**config.mk**
```make
export PLATFORM = sky130hd
export DESIGN_NAME = hex_scan_counter
export DESIGN_NICKNAME = d
export VERILOG_FILES = /design/src/rtl/hex_pkg.sv /design/src/rtl/tick_gen.sv /design/src/rtl/hex_scan_counter.sv
export SDC_FILE = /design/constraint.sdc
export NUM_CORES = 1
export LEC_CHECK = 0
export CAP_MARGIN = 20
export CORE_ASPECT_RATIO = 0.5
export CORE_MARGIN = 2
export CORE_UTILIZATION = 47
export DETAILED_ROUTE_END_ITERATION = 16
export PLACE_DENSITY = 0.69
export SETUP_SLACK_MARGIN = 0.1
export SYNTH_ARGS = -nofsm -noshare
export SYNTH_HDL_FRONTEND = slang
export SYNTH_HIERARCHICAL = 1
export SYNTH_SLANG_ARGS = --single-unit
```
**constraint.sdc**
```tcl
create_clock -name CLK -period 3.6 [get_ports CLK]
set_clock_uncertainty 0.1 [all_clocks]
set_input_delay 0.72 -clock CLK [delete_from_list [all_inputs] [get_ports CLK]]
set_output_delay 0.72 -clock CLK [all_outputs]
set_load 0.02 [all_outputs]
```
**src/rtl/hex_pkg.sv**
```systemverilog
// Shared types and constants for the hex scan counter.
// seg_t      : 7-bit segment vector, segment a in bit 0 through g in bit 6, active-high.
// SEG_GLYPH  : 16-entry hex glyph table (0-9, A, b, C, d, E, F).
// SEG_BLANK  : all segments off.
// hex_glyph(): table lookup helper.
package hex_pkg;

    typedef logic [6:0] seg_t;

    localparam seg_t SEG_BLANK = 7'h00;

    localparam seg_t SEG_GLYPH [16] = '{
        7'h3F, 7'h06, 7'h5B, 7'h4F,   // 0 1 2 3
        7'h66, 7'h6D, 7'h7D, 7'h07,   // 4 5 6 7
        7'h7F, 7'h6F, 7'h77, 7'h7C,   // 8 9 A b
        7'h39, 7'h5E, 7'h79, 7'h71    // C d E F
    };

    function automatic seg_t hex_glyph(input logic [3:0] nib);
        return SEG_GLYPH[nib];
    endfunction

endpackage

```
**src/rtl/tick_gen.sv**
```systemverilog
// Free-running prescaler: counts 0..DIV-1 and emits a registered one-cycle
// pulse on the cycle after the terminal count is reached, then restarts at 0.
// Ports:
//   clk_i  : clock
//   rst_i  : asynchronous active-high reset (counter and pulse cleared)
//   tick_o : one-cycle pulse every DIV cycles
module tick_gen #(
    parameter int unsigned DIV = 10
) (
    input  logic clk_i,
    input  logic rst_i,
    output logic tick_o
);

    localparam int unsigned CW = (DIV > 1) ? $clog2(DIV) : 1;
    localparam logic [CW-1:0] LAST = CW'(DIV - 1);

    logic [CW-1:0] cnt_q, cnt_d;
    logic          tick_q, tick_d;

    always_comb begin
        cnt_d  = cnt_q + CW'(1);
        tick_d = 1'b0;
        if (cnt_q == LAST) begin
            cnt_d  = '0;
            tick_d = 1'b1;
        end
    end

    always_ff @(posedge clk_i or posedge rst_i) begin
        if (rst_i) begin
            cnt_q  <= '0;
            tick_q <= 1'b0;
        end else begin
            cnt_q  <= cnt_d;
            tick_q <= tick_d;
        end
    end

    assign tick_o = tick_q;

endmodule

```
**src/rtl/hex_scan_counter.sv**
```systemverilog
// Up/down hex counter with a multiplexed 7-segment display driver.
// Optional build macro: HEX_LZB_EN enables leading-zero blanking (digit 0 never blanked).
// Ports:
//   CLK      : system clock
//   RST      : asynchronous active-high reset
//   en       : count enable (also drives the pause indicator on dp)
//   up       : 1 = increment, 0 = decrement
//   load     : synchronous load strobe, takes priority over counting
//   load_val : load value (4*NDIGITS bits)
//   value    : current count
//   tick     : one-cycle pulse at TICK_HZ
//   seg      : segments a..g in bits 0..6, active-high, registered
//   dp       : decimal point, high while digit 0 is shown and en=0
//   dig_sel  : one-hot digit enable, registered together with seg
module hex_scan_counter
    import hex_pkg::*;
#(
    parameter int unsigned CLK_FREQ = 12_000_000,
    parameter int unsigned TICK_HZ  = 1,
    parameter int unsigned NDIGITS  = 4,
    parameter int unsigned SCAN_HZ  = 1000
) (
    input  logic                   CLK,
    input  logic                   RST,
    input  logic                   en,
    input  logic                   up,
    input  logic                   load,
    input  logic [4*NDIGITS-1:0]   load_val,
    output logic [4*NDIGITS-1:0]   value,
    output logic                   tick,
    output logic [6:0]             seg,
    output logic                   dp,
    output logic [NDIGITS-1:0]     dig_sel
);

    localparam int unsigned W  = 4 * NDIGITS;
    localparam int unsigned IW = (NDIGITS > 1) ? $clog2(NDIGITS) : 1;
    localparam logic [IW-1:0] LAST_IDX = IW'(NDIGITS - 1);

    // Clamp dividers to at least 1 so odd parameter sets still elaborate.
    localparam int unsigned TICK_DIV_RAW = CLK_FREQ / TICK_HZ;
    localparam int unsigned SCAN_DIV_RAW = CLK_FREQ / (SCAN_HZ * NDIGITS);
    localparam int unsigned TICK_DIV = (TICK_DIV_RAW > 0) ? TICK_DIV_RAW : 1;
    localparam int unsigned SCAN_DIV = (SCAN_DIV_RAW > 0) ? SCAN_DIV_RAW : 1;

    logic               count_tick;
    logic               scan_tick;

    logic [W-1:0]       value_q, value_d;
    logic [IW-1:0]      idx_q, idx_d;
    logic [NDIGITS-1:0] dig_sel_q, dig_sel_d;
    seg_t               seg_q, seg_d;
    logic               dp_q, dp_d;
    logic [3:0]         nib;
    logic [IW-1:0]      msd;

    tick_gen #(
        .DIV (TICK_DIV)
    ) u_count_tick (
        .clk_i  (CLK),
        .rst_i  (RST),
        .tick_o (count_tick)
    );

    tick_gen #(
        .DIV (SCAN_DIV)
    ) u_scan_tick (
        .clk_i  (CLK),
        .rst_i  (RST),
        .tick_o (scan_tick)
    );

    // Count update: load beats a coincident tick.
    always_comb begin
        value_d = value_q;
        if (load) begin
            value_d = load_val;
        end else if (count_tick && en) begin
            value_d = up ? value_q + W'(1) : value_q - W'(1);
        end
    end

    // Scan index; with NDIGITS=1 LAST_IDX is 0 so the index stays at 0.
    always_comb begin
        idx_d = idx_q;
        if (scan_tick) begin
            idx_d = (idx_q == LAST_IDX) ? '0 : idx_q + IW'(1);
        end
    end

    // Display outputs are computed from the next index so dig_sel and seg
    // change on the same edge and the glyph always matches the lit digit.
    always_comb begin
        nib       = 4'h0;
        msd       = '0;
        dig_sel_d = '0;
        for (int i = 0; i < NDIGITS; i++) begin
            dig_sel_d[i] = (idx_d == IW'(i));
            if (idx_d == IW'(i)) begin
                nib = value_q[4*i +: 4];
            end
            if (value_q[4*i +: 4] != 4'h0) begin
                msd = IW'(i);
            end
        end
`ifdef HEX_LZB_EN
        seg_d = (idx_d > msd) ? SEG_BLANK : hex_glyph(nib);
`else
        seg_d = hex_glyph(nib);
`endif
        dp_d = (idx_d == '0) && !en;
    end

    always_ff @(posedge CLK or posedge RST) begin
        if (RST) begin
            value_q   <= '0;
            idx_q     <= '0;
            dig_sel_q <= NDIGITS'(1);
            seg_q     <= SEG_GLYPH[0];
            dp_q      <= 1'b0;
        end else begin
            value_q   <= value_d;
            idx_q     <= idx_d;
            dig_sel_q <= dig_sel_d;
            seg_q     <= seg_d;
            dp_q      <= dp_d;
        end
    end

    assign value   = value_q;
    assign tick    = count_tick;
    assign seg     = seg_q;
    assign dp      = dp_q;
    assign dig_sel = dig_sel_q;

`ifndef HEX_LZB_EN
    logic unused_msd;
    assign unused_msd = ^msd;
`endif

endmodule

```
==> impl_metrics.tcl <==
set metrics [dict create \
    fin_crit_ps 3240 \
    fmax_ghz 0.308 \
    syn_to_final_growth_pct 21.2 \
    layout-drive-gt1-share_pct 11.8 \
    num_rows 24 \
    crit_chain "clkdlybuf4s50_1, inv_1, ha_1, nor2b_1, o21ai_1, a21boi_0, o2111ai_1, a21oi_1, o21ai_0, or3b_1" \
    clk_pin_slew_worst_paths_ps 50 \
    p_leak_nw 2.28 \
    p_total_mw 2.05 \
    core_area_sq_mm 0.00874 \
    die_w_um 138 \
    drt-initial-drc-count 168 \
    min_path_cells 1 \
    hold_viol_final 0 \
    min_from "u_scan_tick/cnt_q[0]" \
    cts-resized-gates 0 \
    pre_cts_ws_ps 59.0 \
    die-area_sq_mm 0.00984 \
    ys_seq_area_share_pct 40.4 \
    vias_per_cell 5.45 \
    cts_root_buffer "clkbuf_16" \
    synthesis.nets 481 \
    arrival_ps 3350 \
    max-cap-violations 0 \
    diodes 0 \
    chipHeight_um 71.1 \
    ioPinCount 50 \
    nets 532 \
    mostFrequentLayoutCells "61 x dfrtp_1, 49 x clkdlybuf4s50_1, 40 x nand2_1" \
    synth_area_leaders "dfrtp_1 36%, ha_1 7.1%, dfstp_2 4.3%, nand2_1 3.5%, xnor2_1 3.5%" \
    first_pass_iters 4 \
    ir_worst_vdd_mv 0.243 \
    setup_viol 0 \
    htree_levels 3 \
    synth_edf_count 0 \
    yosysTopAreaCellShare_pct 36.0 \
    ys.flop_type "dfrtp_1" \
    layout_commonest_cell "dfrtp_1" \
    clockBufferDepth 2 \
    syn_area_sq_mm 0.00424 \
    fin_area_sq_mm 0.00513 \
    wl_um 9000 \
    period_share_pct 90.1 \
    cts_setup_buffers 0 \
    grt_pass1_wl_um 15300 \
    r2r_slack_ps 690 \
    critPathCaptureType "register" \
    rsz0062_at_grt "false" \
    relSlewSlack_pct 67.1 \
    grt_max_degree 31 \
    vias 3311 \
    postSynthCellCount 435 \
    finalWorstSetupSlack_ps 356 \
    cts_tree "yes" \
    antenna_found_initial 0 \
    reg2reg_from "idx_q[0]" \
    gp_congestion 0.837 \
    placed_area_sq_mm 0.00482 \
    drv_slew 0 \
    grt_pass1_vias 3210 \
    status "finished, final reports clean" \
    postCtsHoldBufs 0 \
    clock_sinks 68 \
    grt_overflow 0 \
    synth_area_leader_cell "dfrtp_1" \
    cp-start-kind "input port" \
    dp_hpwl_um 6510 \
    ys_seq_elements 68 \
    routedWlPerCell_um 14.8 \
    r2r-end "seg[3]" \
    crit_path_end "value[12]" \
    startpoint "up" \
    tightest_slew_ps 491 \
    drc_errors 0 \
    worst_hold_path_type "reg -> reg" \
    ant_nets 0 \
    setup_tns_ps 0 \
    p_per_area_mw_per_mm2 400 \
    clk_latency_ps 330 \
    syn_avg_cell_area_sq_um 9.74 \
    port_buffers 49 \
    slowest_delay_ps 420 \
    path_class "in -> reg" \
    synth.distinct_cells 80 \
    ys_warn_count 6 \
    numCtsBuffers 9 \
    slowest_stage "clkdlybuf4s50_1" \
    grt_usage_pct 19.6 \
    path_max_fanout 14 \
    reg2reg_depth 10 \
    critical_path_required_ps 3710 \
    initial_core_util_pct 48.5 \
    ys_async_sr_fraction_pct 100 \
]
stage by stage:
stage                     hold slack (ps)  instances  util [%]
after floorplan                       344        435         -
after global placement                373        591      55.2
after detailed placement              376        591      55.2
after CTS                             383        607      58.4
after global routing                  420        608      58.8
final                                 381        608      58.8
cell usage after synthesis, drive strengths merged, types with 4 or more instances:
| master | number |
|---|---|
| nand2 | 41 |
| nor2 | 38 |
| ha | 24 |
| nor2b | 7 |
| o21a | 4 |
| and4 | 10 |
| nand4 | 11 |
| clkbuf | 9 |
| a31oi | 7 |
| xor2 | 14 |
| xnor2 | 17 |
| mux2i | 9 |
| nor3b | 5 |
| dfrtp | 61 |
| nand3 | 17 |
| and3 | 8 |
| dfstp | 7 |
| a21o | 8 |
| a21oi | 26 |
| inv | 19 |
| nor4 | 4 |
| a211oi | 4 |
| o21ai | 19 |
| nor3 | 10 |
| mux2 | 4 |
| buf | 8 |
final cells by class:
type                            instances  area, sq um
Fill cell                             738         3600
Multi-Input combinational cell        331         2350
Sequential cell                        68         1710
Timing Repair Buffer                   57          571
Clock buffer                           14          274
Tap cell                              117          146
Inverter                               19         73.8
Clock inverter                          2         10.0
logic make-up (layout without fill, tap and decap cells):
group           Yosys count  after routing  synth area share [%]
buf+inv                  36             92                  4.16
mux                      14             14                  4.40
xor+xnor                 31             31                  6.41
fa+ha+maj                25             25                  7.56
simple gates            170            170                  22.5
compound gates           91             91                  14.6
flops                    68             68                  40.4
worst max-delay path: cells and delay by family:
kind	cells	cell delay, ps
compound gates	5	990
buf+inv	2	780
simple gates	2	520
fa+ha+maj	1	360
sequential cells by signal, indices dropped and copies added (netlist names):
name                 count
dig_sel                  4
u_scan_tick/tick_o       1
seg                      7
idx_q                    2
u_count_tick/cnt_q      24
u_scan_tick/cnt_q       12
value                   16
u_count_tick/tick_o      1
dp                       1
worst min-delay path by stage:
stage	endpoint	slack, ps
finish	u_scan_tick/cnt_q[0]	380
global route	u_count_tick/cnt_q[22]	420
CTS	u_scan_tick/cnt_q[0]	380
detailed placement	u_scan_tick/cnt_q[0]	380
global placement	u_scan_tick/cnt_q[0]	370
floorplan	u_scan_tick/cnt_q[0]	340
power breakdown:
| part | switching, mW | total, mW | internal, mW |
|---|---|---|---|
| logic | 0.206 | 0.392 | 0.187 |
| registers | 0.0307 | 0.832 | 0.802 |
| clock network | 0.308 | 0.828 | 0.520 |
| total | 0.544 | 2.05 | 1.51 |
routing by layer:
| layer | vias to the layer above | wire (um) | global-route usage (%) |
|---|---|---|---|
| li1 | 1674 | - | - |
| met1 | 1574 | 4240 | 25.1 |
| met2 | 53 | 4250 | 32.9 |
| met3 | 10 | 406 | 5.69 |
| met4 | 0 | 102 | 6.01 |
| met5 | - | 0 | 0 |
Note: power is estimated with default switching activity, not from simulation.
